<file path="config.mk">
export PLATFORM = sky130hd
export DESIGN_NAME = sram_arbiter_flat
export DESIGN_NICKNAME = d
export VERILOG_FILES = /design/src/rtl/sram_arbiter_if.sv /design/src/rtl/sram_arbiter.sv /design/src/flat_wrapper.sv
export SDC_FILE = /design/constraint.sdc
export NUM_CORES = 1
export LEC_CHECK = 0
export ABC_AREA = 1
export BUFFER_PORTS_ARGS = -buffer_cell sky130_fd_sc_hd__buf_2
export CORE_AREA = 2 2 120 122
export DETAILED_ROUTE_END_ITERATION = 16
export DIE_AREA = 0 0 122 124
export GPL_TIMING_DRIVEN = 0
export PLACE_DENSITY = 0.9
export SETUP_SLACK_MARGIN = 0.05
export SLEW_MARGIN = 20
export SYNTH_ARGS = -nofsm -noshare
export SYNTH_HDL_FRONTEND = slang
export SYNTH_SLANG_ARGS = --single-unit
</file>
<file path="constraint.sdc">
create_clock -name clk -period 1.95 [get_ports clk]
set_input_delay 0 -clock clk [delete_from_list [all_inputs] [get_ports clk]]
set_output_delay 0 -clock clk [all_outputs]
set_load 0.01 [all_outputs]
</file>
<file path="src/rtl/sram_arbiter_if.sv">
// rtl/sram_arbiter_if.sv - request/response and shared-SRAM signal bundle for sram_arbiter
interface sram_arbiter_if;
    logic        i_req;
    logic        i_wr;
    logic [3:0]  i_wstrb;
    logic [31:0] i_addr;
    logic [31:0] i_wdata;
    logic        i_addr_ok;
    logic        i_data_ok;
    logic [31:0] i_rdata;

    logic        d_req;
    logic        d_wr;
    logic [3:0]  d_wstrb;
    logic [31:0] d_addr;
    logic [31:0] d_wdata;
    logic        d_addr_ok;
    logic        d_data_ok;
    logic [31:0] d_rdata;

    logic        sram_en;
    logic [3:0]  sram_we;
    logic [31:0] sram_addr;
    logic [31:0] sram_wdata;
    logic [31:0] sram_rdata;

    modport slave (
        input  i_req, i_wr, i_wstrb, i_addr, i_wdata,
        output i_addr_ok, i_data_ok, i_rdata,
        input  d_req, d_wr, d_wstrb, d_addr, d_wdata,
        output d_addr_ok, d_data_ok, d_rdata,
        output sram_en, sram_we, sram_addr, sram_wdata,
        input  sram_rdata
    );

    modport master (
        output i_req, i_wr, i_wstrb, i_addr, i_wdata,
        input  i_addr_ok, i_data_ok, i_rdata,
        output d_req, d_wr, d_wstrb, d_addr, d_wdata,
        input  d_addr_ok, d_data_ok, d_rdata,
        input  sram_en, sram_we, sram_addr, sram_wdata,
        output sram_rdata
    );
endinterface

</file>
<file path="src/rtl/sram_arbiter.sv">
// rtl/sram_arbiter.sv - two-port (I/D) arbiter onto one single-port SRAM; SRAM_ARB_RR_EN selects round-robin
module sram_arbiter (
    input  logic          clk,
    input  logic          resetn,
    sram_arbiter_if.slave bus
);

    typedef enum logic [1:0] {
        IDLE   = 2'd0,
        RESP_I = 2'd1,
        RESP_D = 2'd2
    } state_t;

    state_t      state;
    logic        grant_i;
    logic        grant_d;
    logic        i_data_ok_q;
    logic        d_data_ok_q;
    logic [31:0] addr_q;
    logic [31:0] wdata_q;
    logic [31:0] i_rdata_q;
    logic [31:0] d_rdata_q;
    logic [3:0]  cmd_we;
    logic [31:0] cmd_addr;
    logic [31:0] cmd_wdata;

`ifdef SRAM_ARB_RR_EN
    // favour_d = 0 means the instruction port wins the next collision.
    logic favour_d;

    always_comb begin
        grant_i = 1'b0;
        grant_d = 1'b0;
        if (resetn) begin
            if (bus.i_req && bus.d_req) begin
                grant_d = favour_d;
                grant_i = ~favour_d;
            end else begin
                grant_i = bus.i_req;
                grant_d = bus.d_req;
            end
        end
    end

    always_ff @(posedge clk or negedge resetn) begin
        if (!resetn) begin
            favour_d <= 1'b0;
        end else if (grant_i || grant_d) begin
            favour_d <= grant_i;
        end
    end
`else
    always_comb begin
        grant_d = resetn & bus.d_req;
        grant_i = resetn & bus.i_req & ~bus.d_req;
    end
`endif

    // Command mux: the address/data buses keep their last value while idle.
    always_comb begin
        cmd_we    = 4'b0000;
        cmd_addr  = addr_q;
        cmd_wdata = wdata_q;
        if (grant_d) begin
            cmd_we    = bus.d_wr ? bus.d_wstrb : 4'b0000;
            cmd_addr  = bus.d_addr;
            cmd_wdata = bus.d_wdata;
        end else if (grant_i) begin
            cmd_we    = bus.i_wr ? bus.i_wstrb : 4'b0000;
            cmd_addr  = bus.i_addr;
            cmd_wdata = bus.i_wdata;
        end
    end

    assign bus.i_addr_ok  = grant_i;
    assign bus.d_addr_ok  = grant_d;
    assign bus.sram_en    = grant_i | grant_d;
    assign bus.sram_we    = cmd_we;
    assign bus.sram_addr  = cmd_addr;
    assign bus.sram_wdata = cmd_wdata;

    always_ff @(posedge clk or negedge resetn) begin
        if (!resetn) begin
            state       <= IDLE;
            i_data_ok_q <= 1'b0;
            d_data_ok_q <= 1'b0;
            addr_q      <= 32'h0;
            wdata_q     <= 32'h0;
            i_rdata_q   <= 32'h0;
            d_rdata_q   <= 32'h0;
        end else begin
            if (state == RESP_I) begin
                i_rdata_q <= bus.sram_rdata;
            end
            if (state == RESP_D) begin
                d_rdata_q <= bus.sram_rdata;
            end
            if (grant_i || grant_d) begin
                addr_q  <= cmd_addr;
                wdata_q <= cmd_wdata;
            end
            if (grant_d) begin
                state       <= RESP_D;
                i_data_ok_q <= 1'b0;
                d_data_ok_q <= 1'b1;
            end else if (grant_i) begin
                state       <= RESP_I;
                i_data_ok_q <= 1'b1;
                d_data_ok_q <= 1'b0;
            end else begin
                state       <= IDLE;
                i_data_ok_q <= 1'b0;
                d_data_ok_q <= 1'b0;
            end
        end
    end

    // Read data passes straight through in the response cycle, then is held.
    assign bus.i_data_ok = i_data_ok_q;
    assign bus.d_data_ok = d_data_ok_q;
    assign bus.i_rdata   = i_data_ok_q ? bus.sram_rdata : i_rdata_q;
    assign bus.d_rdata   = d_data_ok_q ? bus.sram_rdata : d_rdata_q;

endmodule

</file>
<file path="src/flat_wrapper.sv">
// flat-port wrapper written by rule: the top's interface ports become plain ports
module sram_arbiter_flat 
  (clk, resetn, bus_i_req, bus_i_wr, bus_i_wstrb, bus_i_addr, bus_i_wdata, bus_i_addr_ok, bus_i_data_ok, bus_i_rdata, bus_d_req, bus_d_wr, bus_d_wstrb, bus_d_addr, bus_d_wdata, bus_d_addr_ok, bus_d_data_ok, bus_d_rdata, bus_sram_en, bus_sram_we, bus_sram_addr, bus_sram_wdata, bus_sram_rdata);
  sram_arbiter_if bus_i ();
  input  logic clk;
  input  logic resetn;
  input wire logic [$bits(bus_i.i_req)-1:0] bus_i_req;
  input wire logic [$bits(bus_i.i_wr)-1:0] bus_i_wr;
  input wire logic [$bits(bus_i.i_wstrb)-1:0] bus_i_wstrb;
  input wire logic [$bits(bus_i.i_addr)-1:0] bus_i_addr;
  input wire logic [$bits(bus_i.i_wdata)-1:0] bus_i_wdata;
  output wire logic [$bits(bus_i.i_addr_ok)-1:0] bus_i_addr_ok;
  output wire logic [$bits(bus_i.i_data_ok)-1:0] bus_i_data_ok;
  output wire logic [$bits(bus_i.i_rdata)-1:0] bus_i_rdata;
  input wire logic [$bits(bus_i.d_req)-1:0] bus_d_req;
  input wire logic [$bits(bus_i.d_wr)-1:0] bus_d_wr;
  input wire logic [$bits(bus_i.d_wstrb)-1:0] bus_d_wstrb;
  input wire logic [$bits(bus_i.d_addr)-1:0] bus_d_addr;
  input wire logic [$bits(bus_i.d_wdata)-1:0] bus_d_wdata;
  output wire logic [$bits(bus_i.d_addr_ok)-1:0] bus_d_addr_ok;
  output wire logic [$bits(bus_i.d_data_ok)-1:0] bus_d_data_ok;
  output wire logic [$bits(bus_i.d_rdata)-1:0] bus_d_rdata;
  output wire logic [$bits(bus_i.sram_en)-1:0] bus_sram_en;
  output wire logic [$bits(bus_i.sram_we)-1:0] bus_sram_we;
  output wire logic [$bits(bus_i.sram_addr)-1:0] bus_sram_addr;
  output wire logic [$bits(bus_i.sram_wdata)-1:0] bus_sram_wdata;
  input wire logic [$bits(bus_i.sram_rdata)-1:0] bus_sram_rdata;
  assign bus_i.i_req = bus_i_req;
  assign bus_i.i_wr = bus_i_wr;
  assign bus_i.i_wstrb = bus_i_wstrb;
  assign bus_i.i_addr = bus_i_addr;
  assign bus_i.i_wdata = bus_i_wdata;
  assign bus_i_addr_ok = bus_i.i_addr_ok;
  assign bus_i_data_ok = bus_i.i_data_ok;
  assign bus_i_rdata = bus_i.i_rdata;
  assign bus_i.d_req = bus_d_req;
  assign bus_i.d_wr = bus_d_wr;
  assign bus_i.d_wstrb = bus_d_wstrb;
  assign bus_i.d_addr = bus_d_addr;
  assign bus_i.d_wdata = bus_d_wdata;
  assign bus_d_addr_ok = bus_i.d_addr_ok;
  assign bus_d_data_ok = bus_i.d_data_ok;
  assign bus_d_rdata = bus_i.d_rdata;
  assign bus_sram_en = bus_i.sram_en;
  assign bus_sram_we = bus_i.sram_we;
  assign bus_sram_addr = bus_i.sram_addr;
  assign bus_sram_wdata = bus_i.sram_wdata;
  assign bus_i.sram_rdata = bus_sram_rdata;
  sram_arbiter u_core (.clk(clk), .resetn(resetn), .bus(bus_i));
endmodule
</file>
# [Word level (Yosys, flattened, before mapping)]
# Cells that the tools add are included.
[classes] reduce_logical=1 mux=15 bitwise_logic=5 n_eq_ne=2
[op_table] cell="$mux 32" count=6
[op_table] cell="$mux 4" count=4
[op_table] cell="$mux 1" count=4
[op_table] cell="$and 1x1->1" count=3
[op_table] cell="$eq 2x1->1 const B" count=1
[op_table] cell="$eq 2x2->1 const B" count=1
[op_table] cell="$mux 2" count=1
[op_table] cell="$logic_or 1x1->1" count=1
[op_table] cell="$not 1->1" count=1
[op_table] cell="$or 1x1->1" count=1
[totals] wordCells=30 ff_bits=132 output_inout_bits=137 input_bits=174

# [Depth between registers and ports, before layout]
# Gate-level depths: netlist of the first run.
[depth] word_depth=4 ltp_mapped=6 depth_no_buf=4

# [Least setup slack after synthesis of the first run]
# Ideal clock, no wire load.
[synth_path] kind="flip-flop to flip-flop" startpoint="register u_core.state[0]" endpoint="register u_core.d_rdata_q[0]" setup_ps=130 path_buffers=2 path_stages_with_launch=7 period_less_slack_ps=1167 required_ps=1820 setup_slack_ps=783 arrival_ps=1037 path_cell_list="dfrtp_1 > inv_1 > buf_2 > nand2_2 > buf_2 > nand2_1 > o21ai_0"
[synth_via] elab_chain_len=1
[synth_rtl] item="start, declared" line_no="sram_arbiter.sv:14" text="state_t state;"
[synth_rtl] item="start signal, assigned" line_no="sram_arbiter.sv:84" text="state <= IDLE;"
[synth_rtl] item="start signal, assigned" line_no="sram_arbiter.sv:103" text="state <= RESP_D;"
[synth_rtl] item="start signal, assigned" line_no="sram_arbiter.sv:107" text="state <= RESP_I;"
[synth_rtl] item="$eq 2x2->1" line_no="sram_arbiter.sv:95" text="if (state == RESP_D) begin"
[synth_rtl] item="end signal, assigned" line_no="sram_arbiter.sv:96" text="d_rdata_q <= bus.sram_rdata;"
[synth_rtl] item="end, declared" line_no="sram_arbiter.sv:22" text="logic [31:0] d_rdata_q;"
# No other way between the ends.
# A chain may end at the register's enable or synchronous reset.

# [Worst setup path after layout of the first run]
[layout_path] startpoint="input port resetn" endpoint="register u_core.addr_q[23]"
[layout_via] elab_chain_len=4 elab_cells_between_ends=6 classes_between="2 x mux; 3 x bitwise; 1 x reduce/logical"
[layout_rtl] item="start, declared" line_no="flat_wrapper.sv:6" text="input logic resetn;"
[layout_rtl] item="$and 1x1->1 (2 in a row)" line_no="sram_arbiter.sv:55" text="grant_i = resetn & bus.i_req & ~bus.d_req;"
[layout_rtl] item="$mux 32" line_no="sram_arbiter.sv:68" text="end else if (grant_i) begin"
[layout_rtl] item="$mux 32" line_no="sram_arbiter.sv:64" text="if (grant_d) begin"
[layout_rtl] item="end signal, assigned" line_no="sram_arbiter.sv:99" text="addr_q <= cmd_addr;"
[layout_rtl] item="end, declared" line_no="sram_arbiter.sv:19" text="logic [31:0] addr_q;"
# Several ways; a longest one is shown, not always the timed one.

==> results of run 1 <==
layout make-up:
class                   count  share of cell area (%)
diodes                      4                 0.09345
repair buffers            474                   30.23
inverters                  41                   1.437
multi-input cells         600                   26.33
clock inverters            13                   1.916
flip-flops and latches    130                   30.37
well taps                 180                   2.103
clock buffers              19                   4.228
plain buffers              67                   3.294
metal layers:
layer	track usage, %	share of wire [%]	up-vias	wire [um]
met5	0	0	-	0
met1	43.44	32	4260	10210
li1	-	-	3880	-
met2	66.41	46	1023	14720
met4	29.67	8.8	0	2813
met3	10.99	13	302	4076
cells by family after synthesis:
logic type | after synthesis | synth area share [%]
AO/OA/AOI/OAI | 128 | 9.837
buffers and inverters | 108 | 6.820
AND/OR/NAND/NOR | 472 | 33.39
flip-flops | 130 | 49.95
flip-flops by register name, summed over array words and instances, names as in the netlist:
name,flops
u_core.state,1
u_core.d_rdata_q,32
u_core.wdata_q,32
u_core.addr_q,32
u_core.i_rdata_q,32
u_core.bus.d_data_ok,1
final timing paths:
check	start	endpoint	slack, ns	cells after the start
max in group asynchronous	resetn	u_core.i_rdata_q[19]	1.10	4
min in group clk	bus_d_wstrb[3]	bus_sram_we[3]	0.30	4
min reg2reg	u_core.d_rdata_q[11]	u_core.d_rdata_q[11]	0.49	2
max	resetn	u_core.addr_q[23]	-0.03	7
max reg2reg	u_core.state[0]	u_core.d_rdata_q[19]	0.47	5
min	resetn	u_core.i_rdata_q[8]	0.20	3
power by group through the flow:
stage | clock network (mW) | registers (mW) | logic [mW]
after global placement | 0 | 3.29 | 1.87
after global routing | 3.68 | 3.33 | 2.71
final | 3.61 | 3.30 | 2.54
after CTS | 3.54 | 3.26 | 2.33
after floorplan | 0 | 3.26 | 1.05
after detailed placement | 0 | 3.30 | 1.92
cells in the mapped netlist (all sizes together):
cell type	count
inv	41
nand4	64
nand3	192
buf	35
dfrtp	130
clkbuf	32
o21ai	128
nor2	3
nand2	213
placed cells by master, fill, tap and decap left out, types with 2 or more instances in the layout:
cell           count
buf_16             2
buf_2            323
nand4_1           64
clkbuf_2          19
inv_1             40
nand2_2            3
clkbuf_8           2
nand2_1          210
buf_4              2
dfrtp_1          130
bufinv_16          5
dlygate4sd3_1    162
nand3_1          192
inv_6              2
buf_1              6
o21ai_0          127
clkinvlp_4         3
clkbuf_16         17
clkbuf_4          14
nor2_1             3
diode_2            4
clkbuf_1          12
clkinv_2           3
worst max-delay path: cells and delay by family:
family | cells | cell delay [ns]
buffers and inverters | 5 | 1.85
AND/OR/NAND/NOR | 2 | 0.47
stage by stage:
stage	instances	power, mW
floorplan	838	4.313
global route	1527	9.726
global placement	1328	5.154
finish	1528	9.454
detailed placement	1329	5.227
CTS	1524	9.140
what timing repair did:
action / in CTS / in global routing
setup endpoints to repair: 25 / 113
gates cloned: 0 / 0
pin swaps: 0 / 0
hold buffers: 163 / 0
endpoints found under the hold margin: 259 / 0
gates resized for setup: 7 / 48
==> impl_metrics.tcl, run 1 <==
set metrics [dict create \
    ant_nets 0 \
    clkPwrFrac_pct 38.2 \
    dp_hpwl_um 17050 \
    row_count 43 \
    netSwitchingFraction_pct 30.63 \
    routed_wl_um 31820 \
    die_w_um 122 \
    placed_cell_area_sq_mm 0.008327 \
    syn-instance-count 838 \
    num_vias 9465 \
    first_pass_iters 8 \
    layout_setup_ws_ns -0.02777 \
    cts.sinks 130 \
    via_per_inst 6.194 \
    antenna_found_initial 3 \
    p_per_area_mw_per_mm2 882.6 \
    ys_types 13 \
    dp_worst_setup_slack_ns 0.2954 \
    period_minus_slack_ns 1.978 \
    violations "negative setup slack" \
    avgRoutedWirePerCell_um 20.82 \
    fp.dieH_um 124 \
    power_frac_seq_pct 34.9 \
    setup_violations 8 \
    fin_area_sq_mm 0.01071 \
    clock_path_buffers 2 \
    fill_cells 773 \
    post-synth-top-area-fraction_pct 49.95 \
    syn_avg_cell_area_sq_um 7.771 \
    internal_power_mw 6.558 \
    grt_pass1_wl_um 46060 \
    htree_levels 4 \
    grt_usage_pct 39.79 \
    endpoint_kind "register" \
    fin_util_pct 78.08 \
    cts_buffers 17 \
    hold_viol 0 \
    synth_area_leaders "dfrtp_1 (50%), nand3_1 (15%), nand2_1 (12%), o21ai_0 (9.8%), nand4_1 (6.1%)" \
    grt_pass1_vias 8991 \
    worst_path_max_delay_cell "dlygate4sd3_1" \
    cp.arrival_ns 2.34 \
    cts_tree "yes" \
    areaGrowthSynthToFinish_pct 64.48 \
    outcome "finished with violations" \
    io-pin-count 311 \
    rsz0062_at_grt "yes" \
    yosys.area.top_type "dfrtp_1" \
    io_buffers 310 \
    crit_required_ns 2.31 \
    clk_latency_ns 0.41 \
    crit_chain "dlygate4sd3_1 > buf_8 > buf_4 > clkbuf_2 > nand4_1 > nand3_1 > dlygate4sd3_1" \
    maxCapViolations 0 \
    register_area_sq_mm 0.003253 \
    start_util_pct 47.47 \
    root_buffer "clkbuf_16" \
    grt_max_degree 76 \
    tns_ns -0.1214 \
    pwr-share-comb_pct 26.9 \
    drtIter0Drc 1352 \
    post-cts-setup-buffer-count 0 \
    syn_area_sq_mm 0.006512 \
    final_max_slew_viol_count 0 \
    cpMostUsedCell "dlygate4sd3_1" \
    tightest_slew_ns 0.5731 \
    critical-path-max-stage-delay_ns 0.57 \
    ir_drop_mv 0.4819 \
    drc 0 \
    fmax_mhz 505.6 \
    place.gp.congestion 0.8986 \
    ys_ff_latch 130 \
    multi_input_area_sq_mm 0.002820 \
    yosys_warnings 0 \
    core_sq_mm 0.01372 \
    fin_skew_ns 0.006468 \
    netSwitchingPower_mw 2.896 \
    leakagePower_nw 5.834 \
    critPathMaxFanout 10 \
    critPathLaunchType "input pin" \
    path_clk_slew_ns 0.07 \
    synth_nets 1012 \
    drive_gt1_share_pct 29.54 \
    fin_nets 1505 \
    slew_headroom_pct 61.80 \
    hp-class "input pin to asynchronous set/reset pin" \
    ys_seq_area_share_pct 49.95 \
    die_area_sq_mm 0.01513 \
    worstSetupPathType "input pin to register" \
    globalRouteOverflowTotal 0 \
    holdWs_ns 0.2037 \
    fin_crit_sh_pct 101.4 \
]
(Power assumes the default switching activity.)
==> inputs of run 2 (changes only) <==
--- a/config.mk
+++ b/config.mk
@@ -7,9 +7,8 @@
 export LEC_CHECK = 0
 export ABC_AREA = 1
 export BUFFER_PORTS_ARGS = -buffer_cell sky130_fd_sc_hd__buf_2
-export CORE_AREA = 2 2 120 122
+export CORE_UTILIZATION = 47
 export DETAILED_ROUTE_END_ITERATION = 16
-export DIE_AREA = 0 0 122 124
 export GPL_TIMING_DRIVEN = 0
 export PLACE_DENSITY = 0.9
 export SETUP_SLACK_MARGIN = 0.05
==> constraint.sdc (replaced) <==
create_clock -name clk -period 1.9 [get_ports clk]
set_input_delay 0 -clock clk [delete_from_list [all_inputs] [get_ports clk]]
set_output_delay 0 -clock clk [all_outputs]
set_load 0.01 [all_outputs]
==> run 2 against run 1 <==
- the flow now finishes without violations
- setup slack better by 0.10 ns
- die area is 5.3% lower
- sequential share of layout area hardly changed
- design area hardly changed
- hold slack better by 0.083 ns
- combinational power is 2% higher
- clock-buffer cell count is 1 higher
- clock power is 4% lower
- via count is 1.4% lower
- sequential power is 2% higher
- first-iteration DRC count is 8.4% lower
- critical path type unchanged
==> impl_metrics.tcl, run 2 (synthesis gave the netlist of run 1 again) <==
set metrics [dict create \
    globalRouteOverflowTotal 0 \
    fin_util_pct 79.95 \
    layout_common_cells "buf_2 (327), nand2_1 (211), nand3_1 (192)" \
    io-pin-count 311 \
    tns_ns 0 \
    period_minus_slack_ns 1.828 \
    rrSetupSlack_ns 0.40 \
    clock_path_buffers 2 \
    placed_cell_area_sq_mm 0.008322 \
    via_per_inst 6.119 \
    root_buffer "clkbuf_16" \
    num_vias 9331 \
    fin_crit_sh_pct 96.21 \
    leakagePower_nw 5.830 \
    ant_nets 0 \
    p_per_area_mw_per_mm2 881.3 \
    core_sq_mm 0.01340 \
    dp.cells 1325 \
    areaGrowthSynthToFinish_pct 64.51 \
    wl_met2_um 14090 \
    slew_headroom_pct 63.01 \
    outcome "finished, final reports clean" \
    htree_levels 4 \
    antenna_found_initial 2 \
    critPathLaunchType "input pin" \
    crit_required_ns 2.26 \
    fmax_mhz 547.1 \
    drt-met1-wl_um 10190 \
    clk_latency_ns 0.41 \
    fin_nets 1508 \
    critPathMaxFanout 10 \
    fin_skew_ns 0.006636 \
    rsz0062_at_grt "yes" \
    cts_tree "yes" \
    dp_hpwl_um 16440 \
    avgRoutedWirePerCell_um 20.05 \
    place.gp.congestion 0.9100 \
    start_util_pct 48.60 \
    grt_pass1_wl_um 47490 \
    grt_usage_pct 42.98 \
    tightest_slew_ns 0.5548 \
    io_buffers 310 \
    maxUsedRoutingLayer "met4" \
    fill_cells 727 \
    path_clk_slew_ns 0.06 \
    rr_worst_depth 5 \
    die_area_sq_mm 0.01433 \
    rr_endpoint "u_core.d_rdata_q[13]" \
    endpoint_kind "register" \
    final_max_slew_viol_count 0 \
    hp-class "input pin to asynchronous set/reset pin" \
    post-cts-setup-buffer-count 0 \
    row_count 42 \
    r2r_start "u_core.state[0]" \
    first_pass_iters 7 \
    worstSetupPathType "input pin to register" \
    cts_buffers 17 \
    cp.arrival_ns 2.19 \
    wl_met3_um 3635 \
    maxCapViolations 0 \
    stdcell_count 1525 \
    final_common_cell "buf_2" \
    die_w_um 119.7 \
    grt_max_degree 59 \
    ir_drop_mv 0.5070 \
    fin_area_sq_mm 0.01071 \
    setup_violations 0 \
    hold_viol 0 \
    routed_wl_um 30570 \
    drc 0 \
    fp.dieH_um 119.7 \
    drive_gt1_share_pct 29.32 \
    grt_pass1_vias 9296 \
    cts.sinks 130 \
    drtIter0Drc 1239 \
]
## run 2: area by class of cell
class / instances / area, sq um / share of cell area [%]
clock buffers: 20 / 466.7 / 4.356
flip-flops and latches: 130 / 3253 / 30.36
multi-input cells: 600 / 2820 / 26.32
repair buffers: 477 / 3301 / 30.81
clock inverters: 12 / 153.9 / 1.436
diodes: 2 / 5.005 / 0.04671
well taps: 176 / 220.2 / 2.055
plain buffers: 67 / 340.3 / 3.176
inverters: 41 / 153.9 / 1.436
## run 2: how the worst max path moves through the flow
stage,from,end,slack (ns),cells past startpoint
after global placement,resetn,bus_sram_wdata[21],-1.72,7
after global routing,bus_d_req,bus_sram_addr[15],0.04,7
after floorplan,u_core.state[0],u_core.d_rdata_q[0],0.73,6
after CTS,u_core.bus.d_data_ok,bus_d_rdata[14],0.06,6
final,bus_d_req,u_core.addr_q[29],0.07,7
after detailed placement,resetn,bus_sram_wdata[14],-0.08,7
## run 2: stage by stage
stage               hold WS, ns  setup WS (ns)  power (mW)
CTS                      0.2452        0.05551       9.192
finish                   0.2869        0.07206       9.442
global placement         0.2395         -1.718       5.278
global route             0.2964        0.04210       9.755
detailed placement     -0.04367       -0.08352       5.354
floorplan               -0.2956         0.7334       4.426
## run 2: critical path: stages
cell	delay, ns
dlygate4sd3_1	0.53
buf_2	0.16
inv_2	0.21
clkbuf_2	0.31
nand4_1	0.23
nand3_1	0.17
dlygate4sd3_1	0.56
## run 2: metal layers
| layer | GRT usage, % | vias up |
|---|---|---|
| met5 | 0 | - |
| met3 | 13.45 | 288 |
| met4 | 33.67 | 0 |
| met2 | 69.00 | 954 |
| met1 | 47.30 | 4199 |
| li1 | - | 3890 |
## run 2: timing repair
action | in CTS | in global routing
cloned | 1 | 0
hold buffers | 165 | 0
endpoints found under the setup margin | 90 | 114
resized for setup | 11 | 35
endpoints found under the hold margin | 222 | 0
## run 2: report_power, final
group	switching (mW)	internal (mW)	total [mW]
sequential	0.207	3.18	3.38
clock	1.29	2.17	3.47
combinational	1.43	1.17	2.59
